[src/rtl/divider_group10.sv]
// divider_group10 - sequential unsigned 16/8 restoring divider, one
// shift-subtract step per clock under a small controller FSM.
//
// Ports:
//   clk    : the only clock, rising edge
//   rst    : synchronous, active-high reset
//   go     : level-sampled start request (a new run needs go low, then high)
//   sw1    : 16-bit dividend, latched when a run starts
//   sw2    : 8-bit divisor, latched when a run starts
//   Q, R   : registered quotient / remainder, updated only on entry to DONE
//   over   : result valid, high while in DONE
//   err    : divide-by-zero or quotient overflow (Q = R = 8'hFF)
//   state  : FSM state code for debug
//
// Build option: define SIGNED_DIV_EN to treat sw1/sw2 as two's complement.
// Division then runs on magnitudes, with a sign fix in FIX, and truncates
// toward zero.
//
// state | meaning
// ------+--------------------------------------------------------
// IDLE  | waiting for go, operands latched on the go edge
// LOAD  | operand pre-processing (magnitudes in signed build)
// CHECK | divide-by-zero / overflow test, seed partial remainder
// ITER  | 8 restoring shift-subtract steps
// FIX   | publish quotient and remainder (sign-corrected if signed)
// DONE  | result valid, wait for go low
module divider_group10 (
   input  logic        clk,
   input  logic        rst,
   input  logic        go,
   input  logic [15:0] sw1,
   input  logic [7:0]  sw2,
   output logic [7:0]  Q,
   output logic [7:0]  R,
   output logic        over,
   output logic        err,
   output logic [2:0]  state
);

   localparam logic [2:0] S_IDLE  = 3'd0;
   localparam logic [2:0] S_LOAD  = 3'd1;
   localparam logic [2:0] S_CHECK = 3'd2;
   localparam logic [2:0] S_ITER  = 3'd3;
   localparam logic [2:0] S_FIX   = 3'd4;
   localparam logic [2:0] S_DONE  = 3'd5;

   logic [15:0] d;
   logic [7:0]  v;
   logic [8:0]  p;
   logic [7:0]  s;
   logic [3:0]  cnt;

   logic [8:0]  shifted;
   logic [8:0]  trial;
   logic        take;
   logic        ovf;
   logic [7:0]  q_fix;
   logic [7:0]  r_fix;

   // P stays below V throughout the iteration, so a 9-bit compare is an
   // exact stand-in for the sign of the trial subtraction.
   assign shifted = {p[7:0], s[7]};
   assign trial   = shifted - {1'b0, v};
   assign take    = (shifted >= {1'b0, v});

   assign over = (state == S_DONE);

`ifdef SIGNED_DIV_EN
   logic        neg_d;
   logic        neg_v;
   logic [16:0] lim;

   // Quotient magnitude may reach 128 only when the result is negative.
   // d >= 128*v (or 129*v) is the exact test for quotient > 127 (or 128).
   always_comb begin
      lim = {2'b00, v, 7'b0000000};
      if (neg_d ^ neg_v)
         lim = {2'b00, v, 7'b0000000} + {9'b0, v};
      ovf = ({1'b0, d} >= lim);
   end

   assign q_fix = (neg_d ^ neg_v) ? (~s + 8'd1) : s;
   assign r_fix = neg_d ? (~p[7:0] + 8'd1) : p[7:0];
`else
   // Upper dividend byte >= divisor means the quotient needs 9+ bits.
   assign ovf   = (d[15:8] >= v);
   assign q_fix = s;
   assign r_fix = p[7:0];
`endif

   always_ff @(posedge clk) begin
      if (rst) begin
         state <= S_IDLE;
         d     <= '0;
         v     <= '0;
         p     <= '0;
         s     <= '0;
         cnt   <= '0;
         Q     <= '0;
         R     <= '0;
         err   <= 1'b0;
`ifdef SIGNED_DIV_EN
         neg_d <= 1'b0;
         neg_v <= 1'b0;
`endif
      end else begin
         case (state)
            S_IDLE: begin
               if (go) begin
                  d     <= sw1;
                  v     <= sw2;
                  state <= S_LOAD;
               end
            end
            S_LOAD: begin
`ifdef SIGNED_DIV_EN
               neg_d <= d[15];
               neg_v <= v[7];
               d     <= d[15] ? (~d + 16'd1) : d;
               v     <= v[7] ? (~v + 8'd1) : v;
`endif
               state <= S_CHECK;
            end
            S_CHECK: begin
               if ((v == 8'd0) || ovf) begin
                  Q     <= 8'hFF;
                  R     <= 8'hFF;
                  err   <= 1'b1;
                  state <= S_DONE;
               end else begin
                  p     <= {1'b0, d[15:8]};
                  s     <= d[7:0];
                  cnt   <= 4'd0;
                  state <= S_ITER;
               end
            end
            S_ITER: begin
               p     <= take ? trial : shifted;
               s     <= {s[6:0], take};
               cnt   <= cnt + 4'd1;
               if (cnt == 4'd7)
                  state <= S_FIX;
            end
            S_FIX: begin
               Q     <= q_fix;
               R     <= r_fix;
               err   <= 1'b0;
               state <= S_DONE;
            end
            S_DONE: begin
               if (!go)
                  state <= S_IDLE;
            end
            default: state <= S_IDLE;
         endcase
      end
   end

endmodule

[config.mk]
export PLATFORM = sky130hd
export DESIGN_NAME = divider_group10
export DESIGN_NICKNAME = d
export VERILOG_FILES = /design/src/rtl/divider_group10.sv
export SDC_FILE = /design/constraint.sdc
export NUM_CORES = 1
export LEC_CHECK = 0
export ABC_AREA = 1
export CAP_MARGIN = 20
export CORE_UTILIZATION = 45
export DETAILED_ROUTE_END_ITERATION = 8
export PLACE_DENSITY = 0.67
export SETUP_SLACK_MARGIN = 0.3
export SLEW_MARGIN = 10
export SYNTH_ARGS = -nofsm -noshare
export SYNTH_HDL_FRONTEND = slang
export SYNTH_SLANG_ARGS = --single-unit
[constraint.sdc]
create_clock -name clk -period 2.9 [get_ports clk]
set_input_delay 0.435 -clock clk [delete_from_list [all_inputs] [get_ports clk]]
set_output_delay 0.435 -clock clk [all_outputs]
set_load 0.005 [all_outputs]
# After elaboration in Yosys (flattened, before gate mapping)
# Index checks and enable logic that the tools add are counted.
# totals
reg_bits	64
in_bits	27
out_inout_bits	21
wordCells	50
# op_classes
n_addsub	2
magnitude_cmp	2
n_eq_ne	11
n_mux	17
reduce_logical	9
# ops
operator	n
$pmux 8 s2	4
$mux 8	4
$pmux 3 s6	1
$mux 3	4
$ne 2x2->1 const B	5
$ge 9x8->1	1
$ge 8x8->1	1
$logic_not 8->1	1
$pmux 4 s2	1
$sub 8x8->8	1
$eq 3x2->1 const B	2
$eq 3x3->1 const B	2
$reduce_and 2->1	3
$add 4x1->4 const B	1
$eq 4x3->1 const B	1
$mux 4	1
$reduce_bool 2->1	2
$eq 3x1->1 const B	1
$logic_not 3->1	1
$reduce_and 3->1	1
$pmux 1 s2	1
$logic_or 1x1->1	1
$mux 1	1

# Longest topological paths before layout
# logic_depth
word_depth	4
mapped_depth	14
depth_no_buf	14

# Worst setup path after synthesis
# Ideal clock, no wire load.
# synth_timing
path_type	flip-flop to flip-flop
start	register v[7]
end	register Q[4]
setup_time_ps	114
t_arrival_ps	1583
required_ps	2786
path_slack_ps	1203
stages_incl_launch_ff	14
path_buffers	1
synth_period_minus_slack_ps	1697
path_cell_list	dfxtp_1 -> inv_1 -> ha_1 -> nand2_2 -> inv_2 -> nand2_1 -> nand2_1 -> inv_1 -> nand4_2 -> nand2_1 -> nand2_2 -> buf_6 -> o21bai_1 -> inv_1
# synth_via
elab_chain_cells	4
word_cells_on_any_way	5
classes_between	order compare (1); eq/ne (1); reduce/logical (3)
# synth_lines
item	line	text
start: declaration	48	logic [7:0] v;
start signal: assignment	111	v <= sw2;
$ge 8x8->1 / $logic_not 8->1 (equally long branches)	86, 125	
$logic_or 1x1->1 (*)	125	if ((v == 8'd0) || ovf) begin
$ne 2x2->1 (no line) (*)	-	
$reduce_and 2->1 (no line) (*)	-	
end signal: assignment	145	Q <= q_fix;
end: declaration	33	output logic [7:0] Q,
# Every way passes the cells marked *; elsewhere a longest branch is shown, timed or not.
# A chain may end at the register's enable or synchronous reset.

# Final worst setup path
# layout_timing
start	register state[0]
end	output port over
# layout_via
elab_chain_cells	1
# layout_lines
item	line	text
start: declaration	37	output logic [2:0] state
start signal: assignment	93	state <= S_IDLE;
start signal: assignment	112	state <= S_LOAD;
start signal: assignment	122	state <= S_CHECK;
$eq 3x3->1	66	assign over = (state == S_DONE);
end: declaration	35	output logic over,
# Every way passes these cells.

==> impl_metrics.toml <==
[critical_path]
required_ps = 2470
arrival_ps = 1610
cp_cell_sequence = "nand3_1 > inv_1 > clkdlybuf4s50_1"
worstSetupPathType = "flip-flop to output port"
crit_path_end_kind = "output port"
worstPathMaxFanout = 6
cp-start-kind = "flip-flop"
critPathMaxStageDelay_ps = 520
crit_slowest_cell = "dfxtp_1"

[final_layout]
drive_above_1_share_pct = 10.34
area_growth_pct = 20.97
finalNetCount = 591
fin_util_pct = 56.05
n_antenna_cell = 0
num-fill-cells = 729

[detailed_routing]
wl_um = 8435
drt_first_iter_violations = 219
antenna_left = 0
routedWlPerCell_um = 12.92
vias_per_cell = 5.031
drt_pass1_iterations = 4
vias = 3285
drc = 0

[sta]
rsz0062_at_grt = "no"
tightest_slew_ps = 578.2
tns_ps = 0
slew_headroom_pct = 61.32
period_minus_slack_ps = 2048
period_share_pct = 70.64
finalSetupViolCount = 0
hold_violations = 0
fin_skew_ps = 9.377
fmax_mhz = 488.2
timing.final.max_slew_violations = 0

[synthesis]
synth_edf_count = 0
synth_cell_types = 36
synth_top_cell_area_share_pct = 35.97
syn_nets = 550
yosys_warnings = 0
synth_area_leaders = "dfxtp_1, nand2_1, nand3_1"
ys_top_cells_by_count = "nand2_1, dfxtp_1, inv_1"
synth_flop_cell = "dfxtp_1"
synth_most_common_cell = "nand2_1"
syn_area_um2 = 3562
syn_area_per_cell_um2 = 7.054
postSynthCellCount = 505
netlist.top_cell.by_area = "dfxtp_1"
seq_area_frac_synth_pct = 35.97
ys_async_sr_fraction_pct = 0
ys_ff_latch = 64

[placement]
post-dp-hpwl_um = 6011
port_buffers = 47
globalplace.congestion = 0.9053

[grt]
grt_pass1_vias = 3115
grt_pass1_wl_um = 14720
grt_max_degree = 45
grt_overflow = 0
grt_util_all_layers_pct = 22.20
antenna_found_initial = 0

[clock_tree]
h-tree-depth = 3
cts_hold_buffers = 0
clkSlewWorstSetupHoldPaths_ps = 70
ctsResizeCount = 0
clockRootBuffer = "clkbuf_8"
clk_path_buf_depth = 2
tritoncts.num_buffers = 9
cts_sinks = 64
cts_setup_buffers = 0
clock_latency_ps = 350
cts_tree = "done"

[floorplan]
io_pins = 48
start_util_pct = 46.34
rows = 32
dieArea_um2 = 8276
die_w_um = 90.97
fp.coreArea_um2 = 7687
die_y_um = 90.97

[power]
ir_drop_uv = 506.5
powerDensity_nw_per_um2 = 1228
leakage_uw = 0.002107

[hold_path]
hold_path_class = "flip-flop to flip-flop"

[status]
status = "finished clean"

[flow_run]
drv_cap = 0
[final timing paths]
path              cells after the start                  start           endpoint  slack (ps)
hold / removal                        2      d[7]$_SDFFE_PP0P_  d[7]$_SDFFE_PP0P_         470
setup / recovery                      3  state[0]$_SDFFE_PP0P_               over         850
hold reg to reg                       2      d[7]$_SDFFE_PP0P_  d[7]$_SDFFE_PP0P_         470
setup reg to reg                     11      v[6]$_SDFFE_PP0P_  p[6]$_SDFFE_PP0P_         920
[stage by stage]
| step | cell area (µm²) | worst slack (ps) | hold slack (ps) | power [µW] | std cells |
|---|---|---|---|---|---|
| after floorplan | 3562 | 1203 | 430.1 | 3608 | 505 |
| after global placement | 4074 | 992.9 | 448.1 | 4291 | 637 |
| after detailed placement | 4074 | 934.8 | 454.7 | 4358 | 637 |
| after CTS | 4309 | 841.2 | 464.5 | 5300 | 653 |
| after global routing | 4309 | 704.7 | 476.9 | 5801 | 653 |
| final | 4309 | 851.5 | 465.7 | 5291 | 653 |
[report_power, final]
group | internal (µW) | leakage (µW) | switching (µW)
combinational | 1140 | 0.00147 | 1800
clock | 573 | 0.000118 | 358
sequential | 1190 | 0.000523 | 232
[state kept, by name, summed over array words and instances (netlist names)]
signal / count
Q: 8
R: 8
state: 3
err: 1
q_fix: 8
p: 8
d: 16
v: 8
cnt: 4
[cells by family after synthesis]
kind of cell	after synthesis	synth area share [%]
fa+ha+maj	18	6.533
buf+inv	93	11.03
flops	64	35.97
compound gates	94	14.58
simple gates	233	31.16
xor+xnor	3	0.7378
[cell usage in the layout, fill, tap and decap left out, drive strengths merged]
master           n
buf              5
clkinv           1
clkdlybuf4s50   47
nand2          118
nand4            4
fa               1
a21oi           39
inv             72
nor3             4
nor2            43
nand3b           1
o21bai          16
a221oi           1
xor2             3
ha              17
dfxtp           64
or2              2
o21ai           37
a31oi            1
bufinv           3
clkbuf          11
nand3           61
[metal layers]
metal / global-route usage (%) / part of all wire [%] / vias to the layer above
li1: - / - / 1713
met1: 30.37 / 48 / 1467
met2: 34.72 / 44 / 89
met3: 4.104 / 5.6 / 16
met4: 8.333 / 1.6 / 0
met5: 0 / 0 / -
[cell type report]
class	instances	area (µm²)	share of cell area (%)
clock buffers	11	131.4	3.049
clock inverters	5	103.9	2.410
inverters	71	269.0	6.243
multi-input cells	348	1888	43.82
flip-flops and latches	64	1281	29.73
well taps	102	127.6	2.962
repair buffers	52	508.0	11.79
[worst max-delay path: cells and delay by family (launching register included)]
| kind | cells | cell delay [ps] |
|---|---|---|
| simple gates | 1 | 150 |
| buf+inv | 2 | 600 |
| flops | 1 | 520 |
Note: power is estimated with default switching activity, not from simulation.
==> edit: new RTL, config.mk and constraints unchanged <==
Build with the macro `SIGNED_DIV_EN` defined.
--- a/src/rtl/divider_group10.sv
+++ b/src/rtl/divider_group10.sv
@@ -26,2 +26,4 @@
 // DONE  | result valid, wait for go low
+`define SIGNED_DIV_EN
+
 module divider_group10 (
Formal check against the unedited RTL: not equivalent (Yosys sat finds a counterexample within 4 cycles, from zero or initial values and one cycle with rst high).
==> edit against the original RTL <==
Global-route usage increased by 3.5 points. Critical path depth rose by 14. Design area is 42% higher. Wire length rose by 64%. Worst setup slack lost 0.67 ns. Total power rose by 61%. Area after synthesis up 34%. Sequential cell count is 2 higher.
==> edit: results <==
group,metric,value,unit
place,placed_cell_area,5430,um^2
synth,synth_common_cells,"166 x nand2_1, 81 x inv_1, 78 x o21ai_0",
cells_and_area,multi_input_area_share,53.3,%
place,gp_congestion,0.939,
timing,clock-skew-final,0.00813,ns
cells_and_area,clock_area_share,3.68,%
synth,synth-async-reset-ratio,0,%
cells_and_area,multi_input_cells,550,
clock_network,clk_pin_slew,0.08,ns
setup_path,cp_slowest_cell,"dfxtp_2",
clock_network,worstSkewPairLatency,0.35,ns
run_status,status,"finished, final reports clean",
setup_path,worstPathArrival,3.01,ns
synth,ys_seq_elements,66,
route,via_count,5092,
setup_path,r2r_cells,17,
cells_and_area,n_clock_buffer,9,
place,place_inst,906,
cells_and_area,nNetsFinal,857,
setup_path,cp_top_family,"simple AND/OR/NAND/NOR gates",
place,hpwl,10100,um
power_and_ir_drop,p_leak,0.00285,uW
synth,synthTopCellsByArea,"dfxtp_1 28%, nand2_1 13%, o21ai_0 8.2%, ha_1 8.1%, inv_1 6.4%",
cells_and_area,layout.non_clock_inverters,87,
synth,ys_seq_area_share,27.8,%
cells_and_area,buf_share,12.8,%
route,post_drt_wl_per_cell,14.8,um
synth,syn_nets,783,
power_and_ir_drop,ir_drop,0.000686,V
route,drt-initial-drc-count,315,
synth,yosysWarnings,0,
hold_path,hold_path_depth,2,
cells_and_area,seq_share,21.7,%
cells_and_area,buffers,84,
timing,worstMarginPinSlew,0.991,ns
setup_path,cpPeakStageDelay,0.36,ns
cells_and_area,largest_reg_flops,16,
clock_network,cts_resized,30,
synth,synth_cell_types,44,
place,pre_cts_slack,-0.0148,ns
clock_network,cts_setup_buffers,4,
global_routing,grt_use_total,25.7,%
global_routing,grt_max_degree,46,
hold_path,hold_class,"reg -> reg",
global_routing,grt_pass1_wl,22700,um
global_routing,grt_pass1_vias,4840,
synth,synth_cells,724,
floorplan,tap_cells,136,
cells_and_area,nFillCells,962,
setup_path,crit_fanout,8,
route,vias_per_cell,5.42,
cells_and_area,drive_gt1_share,18.4,%
route,dr.pass1.iters,7,
-- edit: changes by cell type after synthesis, moves of 15 or more --
cell	before	now
a31oi_1	1	16
inv_1	64	81
nor2_1	26	68
nand2_1	111	166
o21ai_0	36	78
o21bai_1	15	0
-- edit: cell families (layout without fill, tap and decap cells) --
| family | Yosys count | count (layout) | synth area share, % |
|---|---|---|---|
| AO/OA/AOI/OAI | 156 | 156 | 18.3 |
| XOR/XNOR | 10 | 10 | 1.84 |
| buffers and inverters | 110 | 187 | 9.81 |
| flip-flops | 66 | 66 | 27.8 |
| adder cells (fa/ha/maj) | 32 | 32 | 8.57 |
| AND/OR/NAND/NOR | 350 | 352 | 33.7 |
-- edit: metrics by stage --
stage | total power (uW) | util (%)
detailed placement | 6890 | 52.9
floorplan | 5440 | -
finish | 8530 | 59.5
global route | 9350 | 59.5
CTS | 8030 | 56.5
global placement | 6810 | 52.9
-- edit: per-layer routing --
layer	vias to the layer above	part of all wire [%]	track usage, %
li1	2542	-	-
met3	31	4.6	4.18
met1	2373	46	33.1
met4	0	3.2	11.2
met2	146	47	42.4
met5	-	0	0
-- edit: power breakdown --
part / internal (uW) / total, uW / switching, uW
registers: 1320 / 1780 / 464
logic: 2290 / 5840 / 3550
clock network: 493 / 910 / 417
-- edit: final timing paths --
check / startpoint / to / slack (ns)
setup / recovery: v[7]$_SDFFE_PP0P_ / p[3]$_SDFFE_PP0P_ / 0.18
hold / removal: R[6]$_SDFFE_PP0P_ / R[6]$_SDFFE_PP0P_ / 0.47
setup reg to reg: v[7]$_SDFFE_PP0P_ / p[3]$_SDFFE_PP0P_ / 0.18
hold reg to reg: R[6]$_SDFFE_PP0P_ / R[6]$_SDFFE_PP0P_ / 0.47
